File: src/rtl/lcd_timing_pkg.sv
// Shared constants for the LCD/HDMI display timing generator.
// Defaults describe 640x480@60 (800x525 total, negative syncs).
package lcd_timing_pkg;

  // Total length of one axis: active + front porch + sync + back porch.
  function automatic int axis_total(input int res, input int fp,
                                    input int sync, input int bp);
    return res + fp + sync + bp;
  endfunction

  localparam int DEF_H_RES  = 640;
  localparam int DEF_H_FP   = 16;
  localparam int DEF_H_SYNC = 96;
  localparam int DEF_H_BP   = 48;
  localparam int DEF_V_RES  = 480;
  localparam int DEF_V_FP   = 10;
  localparam int DEF_V_SYNC = 2;
  localparam int DEF_V_BP   = 33;

  // Sync active level: 0 = active-low.
  localparam bit DEF_H_POL  = 1'b0;
  localparam bit DEF_V_POL  = 1'b0;

  // Counter width; 2**CW must exceed both totals.
  localparam int DEF_CW     = 12;

  localparam int DEF_H_TOTAL = axis_total(DEF_H_RES, DEF_H_FP, DEF_H_SYNC, DEF_H_BP);
  localparam int DEF_V_TOTAL = axis_total(DEF_V_RES, DEF_V_FP, DEF_V_SYNC, DEF_V_BP);

  // Sync windows are half-open: [start, end).
  localparam int DEF_H_SYNC_START = DEF_H_RES + DEF_H_FP;
  localparam int DEF_H_SYNC_END   = DEF_H_SYNC_START + DEF_H_SYNC;
  localparam int DEF_V_SYNC_START = DEF_V_RES + DEF_V_FP;
  localparam int DEF_V_SYNC_END   = DEF_V_SYNC_START + DEF_V_SYNC;

endpackage

File: src/rtl/lcd_timing_axis_counter.sv
// One axis (horizontal or vertical) of the display timing generator.
// Holds the position register and the registered sync level; exposes the
// next-cycle active flag so the top can register a single aligned data enable,
// and a wrap flag that advances the next axis.
module lcd_timing_axis_counter #(
  parameter int CW         = 12,
  parameter int TOTAL      = 800,
  parameter int ACTIVE     = 640,
  parameter int SYNC_START = 656,
  parameter int SYNC_END   = 752,
  parameter bit POL        = 1'b0
) (
  input  logic          i_clk,
  input  logic          i_rst_n,
  input  logic          i_advance,
  output logic [CW-1:0] o_count,
  output logic          o_sync,
  output logic          o_active_nxt,
  output logic          o_wrap
);

  localparam logic [CW-1:0] LAST    = CW'(TOTAL - 1);
  localparam logic [CW-1:0] ACT_END = CW'(ACTIVE);
  localparam logic [CW-1:0] SYNC_LO = CW'(SYNC_START);
  localparam logic [CW-1:0] SYNC_HI = CW'(SYNC_END);

  logic [CW-1:0] count_nxt;
  logic          sync_nxt;

  // Next position and the decodes that describe it.
  always_comb begin
    // NOTE: every output of this block gets a default first so no latch is inferred.
    count_nxt    = o_count;
    o_wrap       = i_advance && (o_count == LAST);
    if (i_advance) begin
      count_nxt = o_wrap ? '0 : o_count + 1'b1;
    end
    o_active_nxt = (count_nxt < ACT_END);
    sync_nxt     = ((count_nxt >= SYNC_LO) && (count_nxt < SYNC_HI)) ? POL : !POL;
  end

  // Position and sync level; reset parks on the last position so the first
  // advance lands on 0 with no partial period.
  always_ff @(posedge i_clk or negedge i_rst_n) begin
    if (!i_rst_n) begin
      o_count <= LAST;
      o_sync  <= !POL;
    end else begin
      // NOTE: non-blocking so every register samples the pre-edge values.
      o_count <= count_nxt;
      o_sync  <= sync_nxt;
    end
  end

endmodule

File: src/rtl/lcd_display_timing.sv
// Video timing generator for the HDMI/LCD output path (pixel clock domain).
// Counters advance only on i_pix_en cycles; all outputs are registered and
// describe the same (o_sx, o_sy) position in any given cycle.
// Optional line/frame strobes are built with DISPLAY_TIMING_STROBE_EN.
module lcd_display_timing
  import lcd_timing_pkg::*;
#(
  parameter int H_RES  = DEF_H_RES,
  parameter int H_FP   = DEF_H_FP,
  parameter int H_SYNC = DEF_H_SYNC,
  parameter int H_BP   = DEF_H_BP,
  parameter int V_RES  = DEF_V_RES,
  parameter int V_FP   = DEF_V_FP,
  parameter int V_SYNC = DEF_V_SYNC,
  parameter int V_BP   = DEF_V_BP,
  parameter bit H_POL  = DEF_H_POL,
  parameter bit V_POL  = DEF_V_POL,
  parameter int CW     = DEF_CW
) (
  input  logic          i_clk,
  input  logic          i_rst_n,
  input  logic          i_pix_en,
  output logic [CW-1:0] o_sx,
  output logic [CW-1:0] o_sy,
  output logic          o_de,
  output logic          o_hsync,
  output logic          o_vsync
`ifdef DISPLAY_TIMING_STROBE_EN
  ,
  output logic          o_line,
  output logic          o_frame
`endif
);

  localparam int H_TOTAL = axis_total(H_RES, H_FP, H_SYNC, H_BP);
  localparam int V_TOTAL = axis_total(V_RES, V_FP, V_SYNC, V_BP);

  logic h_wrap;
  logic h_active_nxt;
  logic v_active_nxt;
`ifdef DISPLAY_TIMING_STROBE_EN
  logic v_wrap;
`else
  // Frame wrap is only consumed by the frame strobe.
  logic unused_v_wrap;
`endif

  lcd_timing_axis_counter #(
    .CW         (CW),
    .TOTAL      (H_TOTAL),
    .ACTIVE     (H_RES),
    .SYNC_START (H_RES + H_FP),
    .SYNC_END   (H_RES + H_FP + H_SYNC),
    .POL        (H_POL)
  ) u_h_axis (
    .i_clk        (i_clk),
    .i_rst_n      (i_rst_n),
    .i_advance    (i_pix_en),
    .o_count      (o_sx),
    .o_sync       (o_hsync),
    .o_active_nxt (h_active_nxt),
    .o_wrap       (h_wrap)
  );

  // Vertical axis steps once per horizontal wrap, so vsync changes at o_sx = 0.
  lcd_timing_axis_counter #(
    .CW         (CW),
    .TOTAL      (V_TOTAL),
    .ACTIVE     (V_RES),
    .SYNC_START (V_RES + V_FP),
    .SYNC_END   (V_RES + V_FP + V_SYNC),
    .POL        (V_POL)
  ) u_v_axis (
    .i_clk        (i_clk),
    .i_rst_n      (i_rst_n),
    .i_advance    (h_wrap),
    .o_count      (o_sy),
    .o_sync       (o_vsync),
    .o_active_nxt (v_active_nxt),
`ifdef DISPLAY_TIMING_STROBE_EN
    .o_wrap       (v_wrap)
`else
    .o_wrap       (unused_v_wrap)
`endif
  );

  // Data enable registered from the next position so it lines up with o_sx/o_sy.
  always_ff @(posedge i_clk or negedge i_rst_n) begin
    if (!i_rst_n) begin
      o_de <= 1'b0;
    end else begin
      o_de <= h_active_nxt && v_active_nxt;
    end
  end

`ifdef DISPLAY_TIMING_STROBE_EN
  // Strobes fire only on the edge that enters the position; any idle cycle clears them.
  always_ff @(posedge i_clk or negedge i_rst_n) begin
    if (!i_rst_n) begin
      o_line  <= 1'b0;
      o_frame <= 1'b0;
    end else begin
      o_line  <= h_wrap;
      o_frame <= h_wrap && v_wrap;
    end
  end
`endif

endmodule

File: config.mk
export PLATFORM = sky130hd
export DESIGN_NAME = lcd_display_timing
export DESIGN_NICKNAME = d
export VERILOG_FILES = /design/src/rtl/lcd_timing_pkg.sv /design/src/rtl/lcd_timing_axis_counter.sv /design/src/rtl/lcd_display_timing.sv
export SDC_FILE = /design/constraint.sdc
export NUM_CORES = 1
export LEC_CHECK = 0
export BUFFER_PORTS_ARGS = -buffer_cell sky130_fd_sc_hd__buf_4
export CAP_MARGIN = 10
export CORE_ASPECT_RATIO = 1.4
export CORE_MARGIN = 2
export CORE_UTILIZATION = 55
export CTS_CLUSTER_SIZE = 40
export DETAILED_ROUTE_END_ITERATION = 8
export PLACE_DENSITY = 0.76
export SLEW_MARGIN = 20
export SYNTH_ARGS = -nofsm -noshare
export SYNTH_HDL_FRONTEND = slang
export SYNTH_SLANG_ARGS = --single-unit
File: constraint.sdc
create_clock -name i_clk -period 2.5 [get_ports i_clk]
set_input_delay 0.125 -clock i_clk [delete_from_list [all_inputs] [get_ports i_clk]]
set_output_delay 0.125 -clock i_clk [all_outputs]
set_load 0.02 [all_outputs]
## Word level (Yosys, flattened, before mapping)

Index checks and enable logic that the tools add are counted.
Widths: inputs -> output; s select.

| cells by class | value |
|---|---|
| add/sub/neg operators | 2 |
| multipliers | 0 |
| divide/modulo/power cells | 0 |
| magnitude comparators | 6 |
| eq/ne operators | 2 |
| shifts and indexed selects | 0 |
| mux-type cells | 6 |
| bitwise logic cells | 0 |
| reductions and logical operators | 5 |

Operator list:

| kind | count |
|---|---|
| $mux 12 | 4 |
| $add 12x1->12 const B | 2 |
| $eq 12x10->1 const B | 2 |
| $lt 12x10->1 const B | 2 |
| $lt 12x9->1 const B | 2 |
| $ge 12x10->1 const B | 1 |
| $ge 12x9->1 const B | 1 |
| $logic_and 1x1->1 | 5 |
| $mux 1 | 2 |

| word-level totals | value |
|---|---|
| flip-flop bits (word level) | 27 |
| bits in latches | 0 |
| memory bits (writable) | 0 |
| memory bits (read-only) | 0 |
| bits of input ports | 3 |
| output and inout bits | 27 |
| word-level logic and storage cells | 26 |
| memories kept | 0 |

## Longest topological paths before layout

Gate-level depths: netlist of run 1.

| depth | value |
|---|---|
| depth in word-level cells | 8 |
| mapped depth | 9 |
| gate-level depth less buffers | 8 |

## Modules after synthesis

From an unflattened synthesis of run 1, not the netlist that was laid out.

| second synthesis, totals | value |
|---|---|
| cell total of the unflattened synthesis | 168 |
| area total of the unflattened synthesis | 1692.9 µm² |

Modules (own cells, without submodules):

| module | times used | cells each | area an instance (µm²) | sequential area each (µm²) |
|---|---|---|---|---|
| lcd_timing_axis_counter at u_h_axis | 1 | 90 | 874.6 | 335.3 |
| lcd_timing_axis_counter at u_v_axis | 1 | 76 | 787.0 | 330.3 |
| lcd_display_timing | 1 | 2 | 31.3 | 25.0 |

## Least setup slack after synthesis of run 1

Ideal clock, no wire load.

| timing path | value |
|---|---|
| kind | reg-to-reg |
| start | register u_h_axis.o_count[4] |
| end | register u_h_axis.o_sync |
| library setup time | 0.094 ns |
| arrival | 2.319 ns |
| data required time | 2.406 ns |
| slack | 0.087 ns |
| stages on the path, launching flop included | 8 |
| path buffers | 1 |
| clock period less this slack | 2.413 ns |
| path through | dfstp_2 > buf_2 > and3_4 > nand3_1 > or4_1 > xor2_1 > nand2_1 > or4b_1 |

| between the ends | value |
|---|---|
| word-level cells in the longest chain between the ends | 7 |
| elaborated cells between the ends (all ways) | 9 |
| those cells by class | add/sub (1); order compare (2); eq/ne (1); mux (3); reduce/logical (2) |

RTL lines:

| what | line | text |
|---|---|---|
| from (decl) | lcd_timing_axis_counter.sv:16 | `output logic [CW-1:0] o_count,` |
| from (signal assigned) | lcd_timing_axis_counter.sv:50 | `o_count <= count_nxt;` |
| parallel branches: the longest is 3 deep, another holds $add 12x1->12 | n/a |  |
| $mux 12 * | lcd_timing_axis_counter.sv:35 | `if (i_advance) begin` |
| $ge 12x10->1 or $lt 12x10->1 (tied branches) | lcd_timing_axis_counter.sv:39 | `sync_nxt = ((count_nxt >= SYNC_LO) && (count_nxt < SYNC_HI)) ? POL : !POL;` |
| $logic_and 1x1->1 * | lcd_timing_axis_counter.sv:39 |  |
| $mux 1 * | lcd_timing_axis_counter.sv:39 |  |
| named net u_h_axis.sync_nxt | lcd_timing_axis_counter.sv:28 | `logic sync_nxt;` |
| to (signal assigned) | lcd_timing_axis_counter.sv:47 | `o_sync <= !POL;` |
| to (signal assigned) | lcd_timing_axis_counter.sv:51 | `o_sync <= sync_nxt;` |
| to (decl) | lcd_timing_axis_counter.sv:17 | `output logic o_sync,` |

Mark *: on every way through the listed nets, which the timed path passes.

## Worst setup path in the final report of run 1

| timing path | value |
|---|---|
| start | register u_h_axis.o_count[0] |
| end | register u_v_axis.o_sync |

| between the ends | value |
|---|---|
| word-level cells in the longest chain between the ends | 8 |
| elaborated cells between the ends (all ways) | 9 |
| those cells by class | order compare (2); eq/ne (1); mux (3); reduce/logical (3) |

RTL lines:

| what | line | text |
|---|---|---|
| $eq 12x10->1 * | lcd_timing_axis_counter.sv:34 | `o_wrap = i_advance && (o_count == LAST);` |
| $logic_and 1x1->1 * | lcd_timing_axis_counter.sv:34 |  |
| $logic_and 1x1->1 | lcd_timing_axis_counter.sv:34 |  |
| $mux 12 | lcd_timing_axis_counter.sv:36 | `count_nxt = o_wrap ? '0 : o_count + 1'b1;` |
| $mux 12 * | lcd_timing_axis_counter.sv:35 |  |
| $ge 12x9->1 or $lt 12x9->1 (tied branches) | lcd_timing_axis_counter.sv:39 |  |
| $logic_and 1x1->1 * | lcd_timing_axis_counter.sv:39 |  |
| $mux 1 * | lcd_timing_axis_counter.sv:39 |  |
| named net u_v_axis.sync_nxt | lcd_timing_axis_counter.sv:28 |  |
| to (signal assigned) | lcd_timing_axis_counter.sv:47 |  |
| to (signal assigned) | lcd_timing_axis_counter.sv:51 |  |
| to (decl) | lcd_timing_axis_counter.sv:17 |  |

Mark *: on every way through the listed nets, which the timed path passes. The rest lies on a longest branch.

==> results by group, run 1 <==
Cells and area
  – Most frequent cells in the layout: buf_4, nand2_1, dfrtp_1, nor2_1, nand3_1
  – Register area: 691 um^2
  – Fin nets: 219
  – Share of post-route cells with drive strength above 1: 28.3%
  – ANT cells: 0
  – Fill cells: 243
  – Commonest non-fill, non-tap cell in the layout: buf_4
  – Multi-input gate area: 897 um^2
  – Post-route cell area: 1990 um^2
  – Area Overhead vs Synth: 18.6%

Routing
  – Drt wl/cell: 16.5 um
  – Number of vias in the routed layout: 1517
  – Final ANT Viol Nets: 0
  – Detailed-route DRC error count: 0
  – Final WL: 4110 um
  – Router iterations before antenna repair: 4
  – Initial DRC count: 50
  – Vias per cell: 6.09

Placed design
  – Placed cell area: 1930 um^2
  – Hpwl dp: 3000 um
  – Final GP Congestion: 0.986
  – Port Buffers: 29

Logic synthesis
  – Post-Syn Instances: 180
  – Syn nets: 186
  – EDFF count, synth: 0
  – Asr flop ratio synth: 100%
  – Register area share after synthesis: 41.2%
  – Syn avg cell area: 9.32 um^2
  – Synth top area cells: dfrtp_1, dfstp_2, nand2_1, xor2_1, xnor2_1
  – Main synth FF type: dfrtp_1
  – Largest area contributor in the netlist: dfrtp_1
  – Mapped Area: 1680 um^2
  – Flip-flop and latch count after synthesis: 27
  – Synth warn: 0
  – Synth top area share: 22.4%
  – Count of cell types in the netlist: 53

Floorplan
  – Core region area: 2880 um^2
  – Die height: 69.4 um
  – Die area: 3510 um^2
  – Ports: 30
  – Starting density of the core: 58.3%
  – Width of the chip: 50.7 um
  – Core Rows: 23

Clocking
  – Clk Latency, worst-skew pair: 0.27 ns
  – CTS tree: yes
  – Clock sinks: 27
  – CTS Root Cell: clkbuf_8
  – Worst-path clk slew: 0.09 ns
  – Max H-tree Level: 1
  – CTS max path bufs: 2
  – Num CTS Buffers: 3
  – Setup bufs post-CTS: 0

Setup path
  – Nature of the critical path endpoint: flip-flop
  – CP Launch Type: flip-flop
  – WP data required: 2.68 ns
  – Setup Crit Path Kind: reg -> reg
  – Critical-path maximum fanout: 13
  – Worst EP arrival: 2.51 ns

Global routing
  – GRT Overall Usage: 25.8%
  – Largest net degree at the start of global routing: 28
  – Vias in the first global route: 1551
  – Total gr overflow: 0
  – First-pass GRT wire length: 7180 um
  – Antenna violations before repair: 0

Power
  – Pwr dens: 614 nW/um^2
  – Maximum vdd drop: 0.000470 V
  – LEAKAGE: 0.908 nW

STA
  – Slew Viols, Final: 0
  – Final Skew: 0.00216 ns
  – Unrepaired setup endpoints after global routing: no
  – Final min period: 2.33 ns
  – Fin Setup TNS: 0 ns
  – Final Setup Violations: 0
  – Max Clk Rate: 429 MHz
  – Least-Margin Pin Slew: 0.387 ns
  – Fin. Hold Viols: 0
  – Max_slew headroom: 74.2%
  – Period utilisation layout: 93.3%

Flow run
  – MaxCap Viol Count: 0

Min path
  – Hold WC Path Type: in -> reg

Run status
  – Status: finished clean
## layout make-up
class / instances / area share, %
Multi-Input combinational cell: 135 / 45.1
Timing Repair Buffer: 36 / 13.7
Clock buffer: 4 / 2.26
Sequential cell: 27 / 34.7
Tap cell: 37 / 2.33
Inverter: 10 / 1.89
## registers in the layout, indices dropped and copies added (netlist names)
register	count
o_de	1
u_h_axis.o_count	12
u_v_axis.o_count	12
u_h_axis.o_sync	1
u_v_axis.o_sync	1
## cells by family (layout without fill, tap and decap cells)
kind of cell | count (synthesis) | count (layout) | synth area share (%)
fa+ha+maj | 3 | 3 | 2.24
buf+inv | 18 | 50 | 5.37
mux | 2 | 2 | 1.27
simple gates | 90 | 90 | 31.7
compound gates | 23 | 23 | 9.40
flops | 27 | 27 | 41.2
xor+xnor | 17 | 17 | 8.87
## what timing repair did
action	4_1_cts	5_1_grt
gates resized for setup	0	0
hold buffers	1	0
endpoints found under the hold margin	15	0
## layer usage
layer / share of wire (%) / GRT usage (%) / up-vias
met1: 40 / 31.1 / 745
met3: 3.8 / 2.59 / 6
li1: - / - / 712
met5: 0 / 0 / -
met2: 55 / 46.1 / 54
met4: 1.4 / 9.61 / 0
## per-stage QoR
stage               utilization [%]  hold slack, ns  setup WS (ns)  instances  power, W
global route                   69.1          0.0591         0.0550        249   0.00129
floorplan                         -          -0.171         0.0873        180  0.000818
finish                         69.1          0.0575          0.168        249   0.00122
detailed placement             67.2          0.0534          0.198        244  0.000981
global placement               67.2          0.0483          0.235        244  0.000971
CTS                            69.1          0.0482          0.166        249   0.00123
## final timing paths
kind,from,cells past startpoint,slack (ns),end
setup / recovery,u_h_axis.o_count[0],7,0.17,u_v_axis.o_sync
hold / removal,i_pix_en,2,0.06,u_h_axis.o_count[0]
setup reg to reg,u_h_axis.o_count[0],7,0.17,u_v_axis.o_sync
hold reg to reg,u_h_axis.o_count[0],1,0.52,u_h_axis.o_count[0]
max in group asynchronous,i_rst_n,2,1.90,u_h_axis.o_count[4]
min in group asynchronous,i_rst_n,2,0.29,u_v_axis.o_count[0]
## worst max-delay path: stages, from the launching register on
cell      delay, ns
dfstp_2        0.58
ha_1           0.17
and4_4         0.33
and4_4         0.35
nand4_1        0.15
xor2_1         0.20
nor4_2         0.31
nand4b_1       0.14
## cell usage after synthesis (2+ instances only)
cell type  number
xor2_1          9
nand3_1        13
or4_1           2
buf_6           2
nor4_2          2
nor2_1         14
inv_1          10
dfstp_2        12
o21ai_0         8
buf_2           3
nand2_1        24
nand4b_1        2
and2_1          2
xnor2_1         8
nor3_1          7
and4_1          2
dfrtp_1        15
and4_4          2
nand4_1         7
ha_1            3
## where the power goes
| part | total, W | switching (W) | internal, W |
|---|---|---|---|
| Sequential | 0.000565 | 0.0000563 | 0.000509 |
| Combinational | 0.000414 | 0.000241 | 0.000173 |
| Clock | 0.000243 | 0.000129 | 0.000114 |
| Total | 0.00122 | 0.000426 | 0.000796 |
(Power assumes the default switching activity.)
==> run 2, diff against run 1 <==
- ABC_AREA: not set -> 1
- PLACE_DENSITY: 0.76 -> 0.75
==> run 2 against run 1 <==
  * Critical path depth increased by 3
  * Via count up 23%
  * Combinational power increased by 18%
  * Clock-buffer cell count is 1 lower
  * Final cell count rose by 43%
  * Synthesized area rose by 17%
  * Sequential power rose by 7.8%
  * Sequential cell count unchanged
  * Synthesized cell count is 57% higher
  * Sequential share of layout area fell by 4.4 points
  * Fmax up 15%
  * Largest power group unchanged
==> results by group, run 2 <==
Power
  – Comb pwr share: 36.4%
  – Internal: 0.000800 W
  – Psw: 0.000538 W
  – Clock network power share: 18.1%
  – LEAKAGE: 1.29 nW
  – Sequential share of power: 45.5%
  – Maximum vdd drop: 0.000444 V
  – Pwr dens: 588 nW/um^2
  – Sw Ratio: 40.2%

STA
  – Slew Viols, Final: 0
  – Period utilisation layout: 81.3%
  – Fin Setup TNS: 0 ns
  – Final min period: 2.03 ns
  – Least-Margin Pin Slew: 0.346 ns
  – Worst Hold Slack: 0.107 ns
  – Max Clk Rate: 492 MHz
  – Final Setup Violations: 0
  – Fin. Hold Viols: 0
  – Max_slew headroom: 77.0%
  – Unrepaired setup endpoints after global routing: no
  – Final Skew: 0.00216 ns

Logic synthesis
  – Synth top area cells: dfrtp_1, nand2_1, dfstp_2, inv_1, nand3_1
  – Main synth FF type: dfrtp_1
  – Asr flop ratio synth: 100%
  – Mapped Area: 1960 um^2
  – Most numerous cell in the Yosys netlist: nand2_1
  – Largest area contributor in the netlist: dfrtp_1
  – Flip-flop and latch count after synthesis: 27
  – Synth warn: 0
  – Synth cell count leaders: nand2_1, inv_1, nor2_1
  – Post-Syn Instances: 282
  – Register area share after synthesis: 35.3%
  – Count of cell types in the netlist: 26
  – Syn nets: 288
  – Synth top area share: 19.2%
  – Syn avg cell area: 6.94 um^2
  – EDFF count, synth: 0

Floorplan
  – Width of the chip: 54.4 um
  – Core Rows: 25
  – Core region area: 3380 um^2
  – Ports: 30
  – Die height: 74.6 um
  – Starting density of the core: 58.0%
  – Die area: 4060 um^2

Clocking
  – Clk Latency, worst-skew pair: 0.27 ns
  – CTS tree: yes
  – Clock sinks: 27
  – CTS max path bufs: 2
  – Num CTS Buffers: 3
  – Post-cts gate resize count: 0
  – Max H-tree Level: 1
  – CTS Root Cell: clkbuf_8
  – Worst-path clk slew: 0.09 ns

Min path
  – Hold depth: 2
  – Hold WC Path Type: in -> reg

Cells and area
  – Biggest regs: u_h_axis.o_count (12), u_v_axis.o_count (12)
  – Commonest non-fill, non-tap cell in the layout: nand2_1
  – Area Overhead vs Synth: 16.2%
  – Fin nets: 322
  – Fill cells: 330
  – Final core utilization: 67.3%
  – Register area: 691 um^2
  – Multi-input gate area: 1090 um^2
  – ANT cells: 0
  – Most frequent cells in the layout: nand2_1, inv_1, nor2_1, buf_4, nand3_1
  – Share of post-route cells with drive strength above 1: 25.7%
  – Final std cells w/o fill: 355

Routing
  – Detailed-route DRC error count: 0
  – Final ANT Viol Nets: 0
  – Number of vias in the routed layout: 1867
  – Router iterations before antenna repair: 4
  – Drt wl/cell: 13.5 um
  – Initial DRC count: 61
  – Final WL: 4780 um
  – Vias per cell: 5.26

Flow run
  – MaxCap Viol Count: 0

Setup path
  – Setup slack, reg-to-reg: 0.47 ns
  – Setup Crit Path Kind: reg -> reg
  – Critical-path maximum fanout: 8
  – Worst reg2reg path depth: 10
  – Worst EP arrival: 2.23 ns
  – CP Launch Type: flip-flop
  – Nature of the critical path endpoint: flip-flop
  – WP data required: 2.70 ns

Global routing
  – Largest net degree at the start of global routing: 28
  – Antenna violations before repair: 0
  – Total gr overflow: 0
  – GRT Overall Usage: 26.1%
  – Vias in the first global route: 1784
  – First-pass GRT wire length: 7690 um

Placed design
  – Post-placement cell count: 350
  – Port Buffers: 29
  – Hpwl dp: 3760 um
  – Final GP Congestion: 0.906

Run status
  – Status: finished clean
==> run 2: changes by cell type after synthesis, sizes merged, moves of 4 or more <==
cell,delta
buf,-6
nand3,+13
nand2,+73
nor3,-5
and4,-4
inv,+35
xnor2,-8
xor2,-4
nor2,+28
a21oi,+5
==> run 2: area by class of cell <==
class	count	area share, %
Clock inverter	1	0.220
Clock buffer	3	1.82
Sequential cell	27	30.4
Multi-Input combinational cell	209	48.0
Tap cell	40	2.20
Inverter	45	7.43
Timing Repair Buffer	30	10.0
==> run 2: worst max-delay path, stage by stage, from the launching register on <==
cell and delay (ns):
dfstp_2 0.57, ha_1 0.23, nand2_4 0.11, nor2_1 0.16, nand3_2 0.22, o21ai_0 0.22
nand2_1 0.11, nor2_1 0.11, nand3_1 0.08, nor2_1 0.09, nand2_1 0.07
==> run 2: per-stage QoR <==
stage,total power (W),worst slack [ns],instance area [um^2]
floorplan,0.000942,0.660,1960
global route,0.00143,0.335,2270
CTS,0.00135,0.448,2270
global placement,0.00109,0.511,2220
detailed placement,0.00110,0.453,2220
finish,0.00134,0.467,2270
==> run 2: final timing paths <==
check                                     from                  end
max reg2reg                u_h_axis.o_count[0]      u_v_axis.o_sync
max                        u_h_axis.o_count[0]      u_v_axis.o_sync
min in group asynchronous              i_rst_n  u_v_axis.o_count[1]
max in group asynchronous              i_rst_n  u_v_axis.o_count[9]
min reg2reg                u_h_axis.o_count[1]  u_h_axis.o_count[1]
min                                   i_pix_en  u_h_axis.o_count[0]
==> run 2: power by group through the flow <==
stage | combinational (W) | sequential [W] | clock, W
3_5_place_dp | 0.000487 | 0.000615 | 0
3_3_place_gp | 0.000475 | 0.000611 | 0
6_report | 0.000487 | 0.000609 | 0.000242
5_1_grt | 0.000536 | 0.000620 | 0.000270
4_1_cts | 0.000490 | 0.000607 | 0.000253
2_1_floorplan | 0.000280 | 0.000662 | 0
==> run 2: timing repair <==
action	CTS	global route
hold buffers	1	0
setup buffers	0	0
endpoints found under the hold margin	15	0
==> run 2: cells by family (layout without fill, tap and decap cells) <==
group / after synthesis / after routing / synth area share (%)
xor+xnor: 5 / 5 / 2.24
compound gates: 17 / 17 / 4.66
flops: 27 / 27 / 35.3
fa+ha+maj: 3 / 3 / 1.92
buf+inv: 46 / 79 / 9.01
simple gates: 184 / 184 / 46.9
==> run 2: metal layers <==
layer  global-route usage (%)  vias to the layer above  part of all wire [%]
li1                         -                      951                     -
met2                     46.6                       58                    52
met1                     30.7                      844                    41
met4                     11.1                        0                   3.2
met3                     2.81                       14                   2.9
met5                        0                        -                     0
==> run 3, diff against run 2 <==
- clock period: 2.5 -> 2.1 ns (I/O delays scaled with it)
==> run 3 against run 2 <==
  * Non-clock buffer count did not move
  * Total power rose by 21%
  * Critical path type unchanged
  * Die area did not move
  * Largest cell class unchanged
  * Via count rose by 2.7%
  * Global-route usage rose by 1.1 points
  * Sequential cell count did not move
  * Largest power group unchanged
  * Clock-buffer cell count did not move
==> results by group, run 3 (same netlist as run 2, synthesis figures left out) <==
Clocking
  – CTS Root Cell: clkbuf_8
  – Worst-path clk slew: 0.09 ns
  – Max H-tree Level: 1
  – Num CTS Buffers: 3
  – CTS tree: yes
  – Setup bufs post-CTS: 0
  – CTS max path bufs: 2
  – Clk Latency, worst-skew pair: 0.27 ns
  – Clock sinks: 27

STA
  – Worst Hold Slack: 0.0799 ns
  – Unrepaired setup endpoints after global routing: no
  – Max Clk Rate: 508 MHz
  – Slew Viols, Final: 0
  – Least-Margin Pin Slew: 0.348 ns
  – Final Skew: 0.00231 ns
  – Fin Setup TNS: 0 ns
  – Final min period: 1.97 ns
  – Max_slew headroom: 76.8%
  – Period utilisation layout: 93.7%
  – Final Setup Violations: 0
  – Fin. Hold Viols: 0

Min path
  – Hold depth: 2
  – Worst Hold Path EP: u_h_axis.o_count[0]
  – Hold Startpoint: i_pix_en
  – Hold WC Path Type: in -> reg

Flow run
  – MaxCap Viol Count: 0

Placed design
  – Final GP Congestion: 0.907
  – Port Buffers: 29
  – Hpwl dp: 3780 um

Routing
  – Initial DRC count: 75
  – Drt wl/cell: 13.7 um
  – Final ANT Viol Nets: 0
  – Vias per cell: 5.40
  – Detailed-route DRC error count: 0
  – Number of vias in the routed layout: 1917
  – Final WL: 4880 um
  – Router iterations before antenna repair: 4

Cells and area
  – Final core utilization: 67.6%
  – ANT cells: 0
  – Area Overhead vs Synth: 16.7%
  – Fill cells: 326
  – Fin nets: 322
  – Most frequent cells in the layout: nand2_1, inv_1, nor2_1, buf_4, nand3_1
  – Register area: 691 um^2
  – Share of post-route cells with drive strength above 1: 26.0%
  – Commonest non-fill, non-tap cell in the layout: nand2_1
  – Multi-input gate area: 1100 um^2
  – Biggest regs: u_h_axis.o_count (12), u_v_axis.o_count (12)

Setup path
  – Crit path max-delay family: simple AND/OR/NAND/NOR gates
  – Critical-path maximum fanout: 8
  – WP data required: 2.30 ns
  – Worst R2R Start: u_h_axis.o_count[0]
  – CP Launch Type: flip-flop
  – R2r endpoint: u_v_axis.o_sync
  – Setup Crit Path Kind: reg -> reg
  – Worst Path Buf+Inv: 0
  – Worst path cell trace: ha_2 -> nand2_4 -> nor2_1 -> nand3_4 -> o21ai_0 -> nand2_1 -> nor2_1 -> nand3_1 -> nor2_1 -> nand2_1
  – Nature of the critical path endpoint: flip-flop
  – Worst reg2reg path depth: 10
  – Setup slack, reg-to-reg: 0.13 ns
  – Worst EP arrival: 2.17 ns
  – Slowest stage cell on the critical path: dfstp_2
  – Crit-path max cell delay: 0.58 ns
  – Most frequent CP cell: nor2_1

Floorplan
  – Starting density of the core: 58.0%
  – Width of the chip: 54.4 um
  – Ports: 30
  – Core Rows: 25
  – Die area: 4060 um^2
  – Die height: 74.6 um
  – Core region area: 3380 um^2

Power
  – LEAKAGE: 1.29 nW
  – Pwr dens: 707 nW/um^2
  – Internal: 0.000955 W
  – Psw: 0.000660 W
  – Comb pwr share: 36.9%
  – Clock network power share: 18.2%
  – Sw Ratio: 40.9%
  – Maximum vdd drop: 0.000522 V
  – Sequential share of power: 44.9%

Run status
  – Status: finished clean

Global routing
  – Largest net degree at the start of global routing: 28
  – First-pass GRT wire length: 8090 um
  – Vias in the first global route: 1820
  – Antenna violations before repair: 0
  – Total gr overflow: 0
  – GRT Overall Usage: 27.3%
run 3: cell counts in the layout (fill, tap and decap cells not counted):
No cell type changed its count.
run 3: power groups by stage:
stage / logic (W) / clock network (W) / registers (W)
floorplan: 0.000333 / 0 / 0.000789
global placement: 0.000565 / 0 / 0.000728
detailed placement: 0.000581 / 0 / 0.000732
CTS: 0.000585 / 0.000304 / 0.000723
global route: 0.000654 / 0.000326 / 0.000739
finish: 0.000595 / 0.000295 / 0.000725
run 3: metrics by stage:
step	setup WS [ns]	cells	total power (W)	instance area [um^2]
2_1_floorplan	0.260	282	0.00112	1960
3_3_place_gp	0.111	350	0.00129	2220
3_5_place_dp	0.0880	350	0.00131	2220
4_1_cts	0.0636	355	0.00161	2270
5_1_grt	0.0106	355	0.00172	2280
6_report	0.132	355	0.00162	2280
run 3: layout make-up:
| type | instances | area share (%) |
|---|---|---|
| Multi-Input combinational cell | 209 | 48.2 |
| Sequential cell | 27 | 30.2 |
| Timing Repair Buffer | 30 | 9.97 |
| Inverter | 45 | 7.39 |
| Tap cell | 40 | 2.19 |
| Clock buffer | 3 | 1.81 |
| Clock inverter | 1 | 0.219 |
run 3: repair_timing:
| action | CTS | global route |
|---|---|---|
| endpoints found under the setup margin | 0 | 2 |
| hold endpoints to repair | 15 | 0 |
| hold buffers | 1 | 0 |
| gates resized for setup | 0 | 2 |
run 3: worst max path at each step:
stage                             start               to  depth (start not counted)
floorplan           u_h_axis.o_count[0]             o_de                         12
global placement    u_h_axis.o_count[0]  u_v_axis.o_sync                         10
detailed placement  u_h_axis.o_count[0]  u_v_axis.o_sync                         10
CTS                 u_h_axis.o_count[0]  u_v_axis.o_sync                         10
global route        u_h_axis.o_count[0]             o_de                         12
finish              u_h_axis.o_count[0]  u_v_axis.o_sync                         10
run 3: layer usage:
layer / up-vias / part of all wire, % / wire length (um) / global-route usage, %
li1: 949 / - / - / -
met1: 878 / 40 / 1980 / 33.4
met2: 74 / 51 / 2480 / 45.2
met3: 16 / 4.6 / 225 / 3.61
met4: 0 / 4.1 / 198 / 14.7
met5: - / 0 / 0 / 0
